## src/rtl/booth_pkg.sv

```systemverilog
// Shared types and sizing helpers for the sequential radix-2 Booth multiplier.
package booth_pkg;

    typedef enum logic [1:0] {
        IDLE = 2'd0,
        RUN  = 2'd1,
        DONE = 2'd2
    } booth_state_t;

    // The counter must hold W1 = width+1, so it needs clog2(W1+1) bits.
    function automatic int booth_cnt_w(input int width);
        return $clog2(width + 2);
    endfunction

endpackage

```

## src/rtl/booth_step.sv

```systemverilog
// One combinational radix-2 Booth step: conditional add/subtract of M, then
// an arithmetic right shift of {acc, q, q_1}.
module booth_step #(
    parameter int W1 = 9
) (
    input  logic [W1:0]   acc,
    input  logic [W1-1:0] q,
    input  logic          q_1,
    input  logic [W1-1:0] m,
    output logic [W1:0]   acc_next,
    output logic [W1-1:0] q_next,
    output logic          q_1_next
);

    logic [W1:0] m_ext;
    logic [W1:0] sum;

    assign m_ext = {m[W1-1], m};

    always_comb begin
        sum = acc;
        case ({q[0], q_1})
            2'b10:   sum = acc - m_ext;
            2'b01:   sum = acc + m_ext;
            default: sum = acc;
        endcase
    end

    // The guard bit keeps sum exact, so its MSB is the true sign to replicate.
    assign acc_next = {sum[W1], sum[W1:1]};
    assign q_next   = {sum[0], q[W1-1:1]};
    assign q_1_next = q[0];

endmodule

```

## src/rtl/booth_mult_seq.sv

```systemverilog
// Iterative radix-2 Booth multiplier, one step per clock, signed or unsigned
// operands selected per operation, start/busy/done handshake.
//
// state | meaning
// IDLE  | waiting for start; product holds the last result
// RUN   | one Booth step per cycle, counter counts W1 down to 0
// DONE  | done pulse, product valid; a start here is accepted as in IDLE
module booth_mult_seq
    import booth_pkg::*;
#(
    parameter int WIDTH = 8
) (
    input  logic               clk,
    input  logic               rst,
    input  logic               start,
    input  logic               is_signed,
    input  logic [WIDTH-1:0]   a,
    input  logic [WIDTH-1:0]   b,
    output logic               busy,
    output logic               done,
    output logic [2*WIDTH-1:0] product
);

    localparam int W1 = WIDTH + 1;
    localparam int CW = booth_cnt_w(WIDTH);

    booth_state_t state, state_next;

    logic [W1:0]   acc;
    logic [W1-1:0] q;
    logic          q_1;
    logic [W1-1:0] m;
    logic [CW-1:0] cnt;

    logic [W1:0]   acc_step;
    logic [W1-1:0] q_step;
    logic          q_1_step;

    logic [W1-1:0] a_ext;
    logic [W1-1:0] b_ext;
    logic          load;
    logic          last_step;

    assign a_ext = {is_signed & a[WIDTH-1], a};
    assign b_ext = {is_signed & b[WIDTH-1], b};

    booth_step #(
        .W1 (W1)
    ) u_step (
        .acc      (acc),
        .q        (q),
        .q_1      (q_1),
        .m        (m),
        .acc_next (acc_step),
        .q_next   (q_step),
        .q_1_next (q_1_step)
    );

    always_comb begin
        state_next = state;
        load       = 1'b0;
        last_step  = 1'b0;
        case (state)
            IDLE, DONE: begin
                if (start) begin
                    state_next = RUN;
                    load       = 1'b1;
                end else begin
                    state_next = IDLE;
                end
            end
            RUN: begin
                if (cnt == CW'(1)) begin
                    state_next = DONE;
                    last_step  = 1'b1;
                end
            end
            default: state_next = IDLE;
        endcase
    end

    always_ff @(posedge clk) begin
        if (rst) begin
            state   <= IDLE;
            acc     <= '0;
            q       <= '0;
            q_1     <= 1'b0;
            m       <= '0;
            cnt     <= '0;
            busy    <= 1'b0;
            done    <= 1'b0;
            product <= '0;
        end else begin
            state <= state_next;
            busy  <= (state_next == RUN);
            done  <= (state_next == DONE);
            if (load) begin
                acc <= '0;
                q   <= b_ext;
                q_1 <= 1'b0;
                m   <= a_ext;
                cnt <= CW'(W1);
            end else if (state == RUN) begin
                acc <= acc_step;
                q   <= q_step;
                q_1 <= q_1_step;
                cnt <= cnt - CW'(1);
                // Low 2*WIDTH bits of {acc[W1-1:0], q}: q supplies WIDTH+1 of them.
                if (last_step) begin
                    product <= {acc_step[WIDTH-2:0], q_step};
                end
            end
        end
    end

endmodule

```

## config.mk

```make
export PLATFORM = sky130hd
export DESIGN_NAME = booth_mult_seq
export DESIGN_NICKNAME = d
export VERILOG_FILES = /design/src/rtl/booth_pkg.sv /design/src/rtl/booth_step.sv /design/src/rtl/booth_mult_seq.sv
export SDC_FILE = /design/constraint.sdc
export NUM_CORES = 1
export LEC_CHECK = 0
export CAP_MARGIN = 30
export CORE_MARGIN = 2
export CORE_UTILIZATION = 44
export CTS_BUF_LIST = sky130_fd_sc_hd__clkbuf_16
export DETAILED_ROUTE_END_ITERATION = 6
export PLACE_DENSITY_LB_ADDON = 0.15
export SYNTH_ARGS = -nofsm -noshare
export SYNTH_HDL_FRONTEND = slang
export SYNTH_SLANG_ARGS = --single-unit
```

## constraint.sdc

```tcl
create_clock -name clk -period 4.6 [get_ports clk]
set_input_delay 0.69 -clock clk [delete_from_list [all_inputs] [get_ports clk]]
set_output_delay 0.69 -clock clk [all_outputs]
set_load 0.01 [all_outputs]
```

# ---- Word-level counts from Yosys, hierarchy flattened
# Index checks and enable logic that the tools add are counted.
dict set report op_classes {
  div 0
  addsub 3
  n_shift 0
  n_reduce_logical 5
  mux 12
  n_bitwise 3
  magnitude_cmp 0
  eq_ne 7
  multipliers 0
}
# cell n
set op_table {}
lappend op_table {{one-hot mux 10 bit (2 select lines)} 1}
lappend op_table {{two-way mux 9 bit} 2}
lappend op_table {{adder 9 x 9 -> 10 bit} 1}
lappend op_table {{subtractor 9 x 9 -> 10 bit} 1}
lappend op_table {{two-way mux 4 bit} 2}
lappend op_table {{equality test 2 x 1 -> 1 bit (second input constant)} 3}
lappend op_table {{equality test 2 bit (second input constant)} 3}
lappend op_table {{two-way mux 1 bit} 5}
lappend op_table {{equality test 4 x 1 -> 1 bit (second input constant)} 1}
lappend op_table {{one-hot mux 2 bit (2 select lines)} 1}
lappend op_table {{OR reduction 2 bit} 2}
lappend op_table {{subtractor 4 x 1 -> 4 bit (second input constant)} 1}
lappend op_table {{AND reduction 3 bit} 1}
lappend op_table {{AND 1 bit} 2}
lappend op_table {{logical NOT 2 bit} 1}
lappend op_table {{two-way mux 2 bit} 1}
lappend op_table {{nonzero test 2 bit} 1}
lappend op_table {{NOT 1 bit} 1}
dict set report totals {
  ram_bits 0
  elab_cells 40
  rom_bits 0
  inputBits 20
  regBits 52
  output_inout_bits 18
  latch_bits 0
  memories 0
}

# ---- Logic depth before layout (Yosys ltp)
dict set report logic_depth {
  ltp_word 5
  mapped_depth 12
  ltp_nobuf 11
}

# ---- Modules after synthesis
# From an unflattened synthesis, not the netlist that was laid out.
dict set report unflattened {
  cells_unflattened 370
  area_unflattened_um2 2879.0
}
# module cells_per_inst seq_area_each_um2 area_each_um2 instances
set modules_own_cells {}
lappend modules_own_cells {booth_mult_seq 259 1061.0 2084.5 1}
lappend modules_own_cells {booth_step 111 0.0 794.5 1}

# ---- Least setup slack after synthesis
# OpenSTA, ideal clock, no wires.
dict set report synth_timing {
  path_type {reg2reg}
  startpoint {reg q[0]}
  endpoint {reg acc[7]}
  t_arrival_ns 2.384
  setup_ns 0.128
  period_less_slack_ns 2.512
  required_time_ns 4.472
  stages_incl_launch_ff 12
  n_path_buf 1
  path_slack_ns 2.088
  cell_sequence {dfxtp_1 > inv_1 > ha_1 > buf_2 > mux2_2 > fa_1 > a21o_1 > a21oi_1 > o21ai_0 > o31ai_1 > xor2_1 > o22ai_1}
}
dict set report synth_between {
  elab_chain_len 2
  elab_cells_between_ends 3
  cone_classes {eq/ne (2); mux (1)}
}
# item line
set synth_lines {}
lappend synth_lines {{start: declaration} booth_mult_seq.sv:30} ;# logic [W1-1:0] q;
lappend synth_lines {{start signal: assignment} booth_mult_seq.sv:99} ;# q <= b_ext;
lappend synth_lines {{start signal: assignment} booth_mult_seq.sv:105} ;# q <= q_step;
lappend synth_lines {{equality test 2 x 1 -> 1 bit / equality test 2 bit (equally long branches)} booth_step.sv:22} ;# case ({q[0], q_1})
lappend synth_lines {{one-hot mux 10 bit (2 select lines) *} booth_step.sv:22}
lappend synth_lines {{end signal: assignment} booth_mult_seq.sv:104} ;# acc <= acc_step;
lappend synth_lines {{end: declaration} booth_mult_seq.sv:29} ;# logic [W1:0] acc;
# Every way passes the cells marked *; elsewhere a longest branch is shown, timed or not.
# A chain may end at the register's enable or synchronous reset.

# ---- Worst setup path in the final report
# Ends and elaborated chain as after synthesis.

==> impl_metrics.yaml <==
final_layout:
  fin_area_um2: 3110
  fin_cells: 413
  nets: 374
  area_delta_synth_final_pct: 23.5
  drive_above_1_share_pct: 5.57
  multi_input_comb_area_um2: 1390
  antenna_cells: 0
  fill_cells: 518
  regArea_um2: 1040
routing:
  detail_route.vias_per_cell: 5.27
  routedWlPerCell_um: 13.5
  met3WireLength_um: 293
  drc: 0
  wl_met1_um: 2670
  num_vias: 2176
  wl_um: 5580
  drt-pass1-iter-count: 5
  drt.antenna.violating_nets: 0
  initialDrtViolationCount: 102
  wl_met2_um: 2590
  highest_layer: "met4"
timing:
  fin_crit_sh_pct: 60.6
  fin_setup_tns_ps: 0
  skew_ps: 7.62
  worstMarginPinSlew_ps: 708
  slew_headroom_pct: 52.7
  setup-violations-final: 0
  rsz0062_at_grt: "no"
  finalCriticalPeriod_ps: 2790
  maxSlewViolCount: 0
  finalHoldViolations: 0
  fmax_mhz: 359
critical_path:
  critPathLaunch: "q[0]$_SDFFE_PP0P_"
  crit_type: "reg -> reg"
  r2r_start: "q[0]$_SDFFE_PP0P_"
  cp_data_required_time_ps: 4760
  crit_path_end_kind: "flip-flop"
  critPathLaunchType: "flip-flop"
  arrival_ps: 2950
  cp_max_fo: 9
floorplanning:
  design.core.area_um2: 5510
  initial_utilization_pct: 45.8
  dieArea_um2: 6350
  num_rows: 27
  die_w_um: 79.7
  die_h_um: 79.7
  ioPinCount: 38
global_route:
  grt_max_degree: 43
  overflow: 0
  antenna_found_initial: 0
  groute.usage.overall_pct: 18.5
  grt_pass1_vias: 2071
  grt_pass1_wl_um: 9370
yosys:
  synth.distinct_cells: 36
  synthFlopType: "dfxtp_1"
  synth.cell_area_um2: 2520
  synth_edf_count: 0
  synth_seq_area_share_pct: 41.3
  ys_warn_count: 0
  avgSynthCellArea_um2: 8.14
  yosys.area.top_type: "dfxtp_1"
  yosys.cell_count.top_type: "nand2_1"
  netlist.area_leader.share_pct: 41.3
  synth_common_cells: "59 x nand2_1, 52 x dfxtp_1, 45 x a21oi_1, 29 x nor2_1, 14 x xor2_1"
  synth_area_leaders: "dfxtp_1 41%, a21oi_1 8.9%, nand2_1 8.8%, ha_1 6.4%, xor2_1 4.9%"
  ys_async_sr_fraction_pct: 0
  syn-num-nets: 344
  synth-seq-cells: 52
  syn_inst: 310
placed_design:
  hpwl_um: 3950
  port-buffer-count: 37
  place.gp.congestion: 0.862
  dpl.cell_count: 405
  placed_cell_area_um2: 2940
clock_network:
  cts_resized: 0
  tritoncts: "done"
  postCtsSetupRepairBufs: 0
  ctsRootBufferMaster: "clkbuf_16"
  h-tree-depth: 2
  holdBufCountCts: 0
  cts.path.max_buffers: 2
  clkTransAtPathRegs_ps: 70
  cts_made_buffers: 5
  clock-sinks: 52
  clock_latency_ps: 290
job:
  maxCapViolCount: 0
power:
  vdd_ir_drop_max_uv: 254
  power_leakage_nw: 1.22
  p_per_area_nw_per_um2: 374
status:
  status: "complete, no violations"
min_path:
  holdCritPathClass: "reg -> reg"
  hold_start: "product[4]$_SDFFE_PP0P_"
## per-stage QoR
step | total power, mW | hold WS (ps) | util (%) | setup slack [ps]
after floorplan | 0.672 | 441 | - | 2090
after global placement | 0.737 | 444 | 53.4 | 1890
after detailed placement | 0.740 | 446 | 53.4 | 1850
after CTS | 1.17 | 456 | 56.6 | 1810
after global routing | 1.22 | 475 | 56.6 | 1580
final | 1.16 | 454 | 56.6 | 1810
## cells in the final DEF (no fill, tap or decap), types with 2 or more instances in the layout
cell type,Yosys,routed
ha_1,13,13
a31oi_1,2,2
nand4_1,3,3
a21o_1,4,4
inv_1,6,6
o21ai_0,10,10
dfxtp_1,52,52
a22oi_1,8,8
clkbuf_16,0,5
clkdlybuf4s50_1,0,37
xor2_1,14,14
a21oi_2,2,2
xnor2_1,3,3
nor4_1,2,2
a21oi_1,45,45
mux2i_1,4,4
nand2b_1,4,4
buf_4,0,4
nand2_1,59,59
nor2_1,29,29
a211oi_1,9,9
nor3_1,4,4
nand3_1,5,5
## critical path, stage by stage, from the launching register on
cell and delay [ps]:
dfxtp_1 330, inv_1 50, ha_1 320, mux2_2 410, fa_1 450, a21o_1 180
a21oi_1 200, o21ai_0 180, o31ai_1 280, xor2_1 170, o22ai_1 80
## cells by family (layout without fill, tap and decap cells)
family	count (synthesis)	in the layout	share of synthesized area, %
XOR/XNOR	17	17	5.90
buffers and inverters	24	55	3.77
AND/OR/NAND/NOR	112	112	19.3
flip-flops	52	52	41.3
multiplexers	5	5	2.03
AO/OA/AOI/OAI	86	86	20.4
adder cells (fa/ha/maj)	14	14	7.24
## metal layers
metal,up-vias,global-route usage (%)
met2,40,31.1
met3,3,3.73
met5,-,0
li1,1133,-
met4,0,3.62
met1,1000,24.6
## path summary, 6_finish.rpt
check / cells after the start / to / slack [ps]
setup / recovery: 10 / acc[7]$_SDFFE_PP0P_ / 1810
hold / removal: 2 / product[4]$_SDFFE_PP0P_ / 450
hold reg to reg: 2 / product[4]$_SDFFE_PP0P_ / 450
setup reg to reg: 10 / acc[7]$_SDFFE_PP0P_ / 1810
## flip-flops by register name, indices dropped and copies added, names as in the netlist
register / cells
acc: 9
busy: 1
cnt: 4
done: 1
m: 9
product: 16
q: 9
q_1: 1
state: 2
## area by class of cell
class / count / area share, %
Clock buffer: 5 / 4.02
Clock inverter: 3 / 1.49
Inverter: 6 / 0.723
Multi-Input combinational cell: 234 / 44.6
Sequential cell: 52 / 33.4
Tap cell: 72 / 2.89
Timing Repair Buffer: 41 / 12.9
## power by group
part,total [mW],internal (mW),switching (mW)
sequential,0.498,0.476,0.0225
clock,0.433,0.260,0.173
combinational,0.232,0.102,0.130
Note: power is estimated with default switching activity, not from simulation.
==> RTL edit (same flow settings) <==
Set the parameter `WIDTH` to 12 (it was 8).
--- a/src/rtl/booth_mult_seq.sv
+++ b/src/rtl/booth_mult_seq.sv
@@ -8,7 +8,7 @@
 module booth_mult_seq
     import booth_pkg::*;
 #(
-    parameter int WIDTH = 8
+    parameter int WIDTH = 12
 ) (
     input  logic               clk,
     input  logic               rst,
Interface: changed (resized a, b and product); port bits go from 38 to 54. The function was not compared with the original's and may differ.
==> RTL edit against the original RTL <==
  * Synthesized area rose by 44%
  * Power up 56%
  * Sequential power up 38%
  * Synthesized cell count is 48% higher
  * Via count increased by 53%
  * Wire length grew 62%
  * Design area grew 46%
  * Clock power increased by 77%
  * Worst setup slack worse by 0.22 ns
  * Sequential cell count increased by 20
  * Count of clock-buffer cells in the layout is 4 higher
  * Highest routed layer unchanged
==> RTL edit: results (changes against the original RTL) <==
- Status: completed
- Dpl cell area: 4234 sq um (+44%)
- Vias: 3319 (+53%)
- Peak per-stage delay on the critical path: 0.60 ns (+0.15 ns)
- Global-route wire length before repair: 15.04 mm (+61%)
- Lkg Pwr: 1.748 nW (+43%)
- Vias in the first global route: 3092 (+49%)
- Synthesized Nets: 505 (+47%)
- Metal-1 WL: 4.422 mm (+65%)
- Sequential area share after synthesis: 0.3957 (-0.01696)
- Global-route track usage on met2: 0.3363 (+0.02536)
- GRT Util Overall: 0.2152 (+0.03055)
- Psw: 527.1 uW (+62%)
- Vias/cell: 5.450 (+3.4%)
- GRT met1 Usage: 0.2963 (+0.05037)
- Compound-Gate Fraction of Synth Area: 0.2154 (+0.01102)
- Nets: 546 (+46%)
- CTS H-Tree Depth: 3 (+1)
- Slowest-stage cell, CP: a211oi_1
- TritonCTS Buffers: 9 (+4)
- Worst-path maximum fanout: 13 (+4)
- Power Dens Cells: 398.7 nW/um^2 (+6.8%)
- Post-route clock skew: 0.008977 ns (+0.001361 ns)
- Largest net degree at the start of global routing: 41 (-4.7%)
- Fraction of synthesized area in multiplexers: 0.02233 (+0.001992)
- Synth Area in Adders: 0.06733 (-0.005090)
- Pre-CTS WS: 1.650 ns (-0.2021 ns)
- Met3 usage in global routing: 0.03990 (+0.002574)
- Xor/xnor share of the synthesized area: 0.05290 (-0.006125)
- Clk Latency, worst-skew pair: 0.33 ns (+0.04 ns)
- Synthesized area per cell: 7.952 sq um (-2.3%)
- Top cells by area, synth: dfxtp_1 (40%), nand2_1 (9.1%), a21oi_1 (8.9%), ha_1 (6.2%), nor2_1 (4.1%)
- WL met2: 4.089 mm (+58%)
- Largest register FFs: 24 (+8)
- Fillers: 735 (+42%)
- Netlist cell types: 46 (+28%)
- Critical Path AT: 3.27 ns (+0.32 ns)
- Share of layout cells above drive strength 1: 0.06349 (+0.007774)
- Clock net power: 766 uW (+77%)
- Placed instance count: 593 (+46%)
- Peak supply drop: 0.0002093 V (-18%)
- DP HPWL: 6.421 mm (+63%)
- WL/cell: 14.88 microns (+10%)
- I/O Buffers: 53 (+43%)
[RTL edit: cell count changes after synthesis, moves of 5 or more]
| cell | unedited run | this run |
|---|---|---|
| a211oi_1 | 9 | 14 |
| nor2_1 | 29 | 40 |
| inv_1 | 6 | 11 |
| a31oi_1 | 2 | 9 |
| a21oi_1 | 45 | 65 |
| clkbuf_1 | 12 | 22 |
| nand3_1 | 5 | 13 |
| dfxtp_1 | 52 | 72 |
| nand2_1 | 59 | 88 |
| ha_1 | 13 | 18 |
[RTL edit: worst paths after layout]
kind                endpoint  slack, ns  depth (start not counted)
setup / recovery     acc[12]       1.60                         10
hold / removal    product[6]       0.46                          2
setup reg to reg     acc[12]       1.60                         10
hold reg to reg   product[6]       0.46                          2
[RTL edit: final cells by class]
cell class	count	area, sq um	area share
Timing Repair Buffer	57	555.5	0.1218
Inverter	11	41.29	0.009051
Clock inverter	7	102.6	0.02249
Clock buffer	9	225.2	0.04937
Tap cell	105	131.4	0.02880
Sequential cell	72	1441	0.3160
Multi-Input combinational cell	348	2064	0.4526
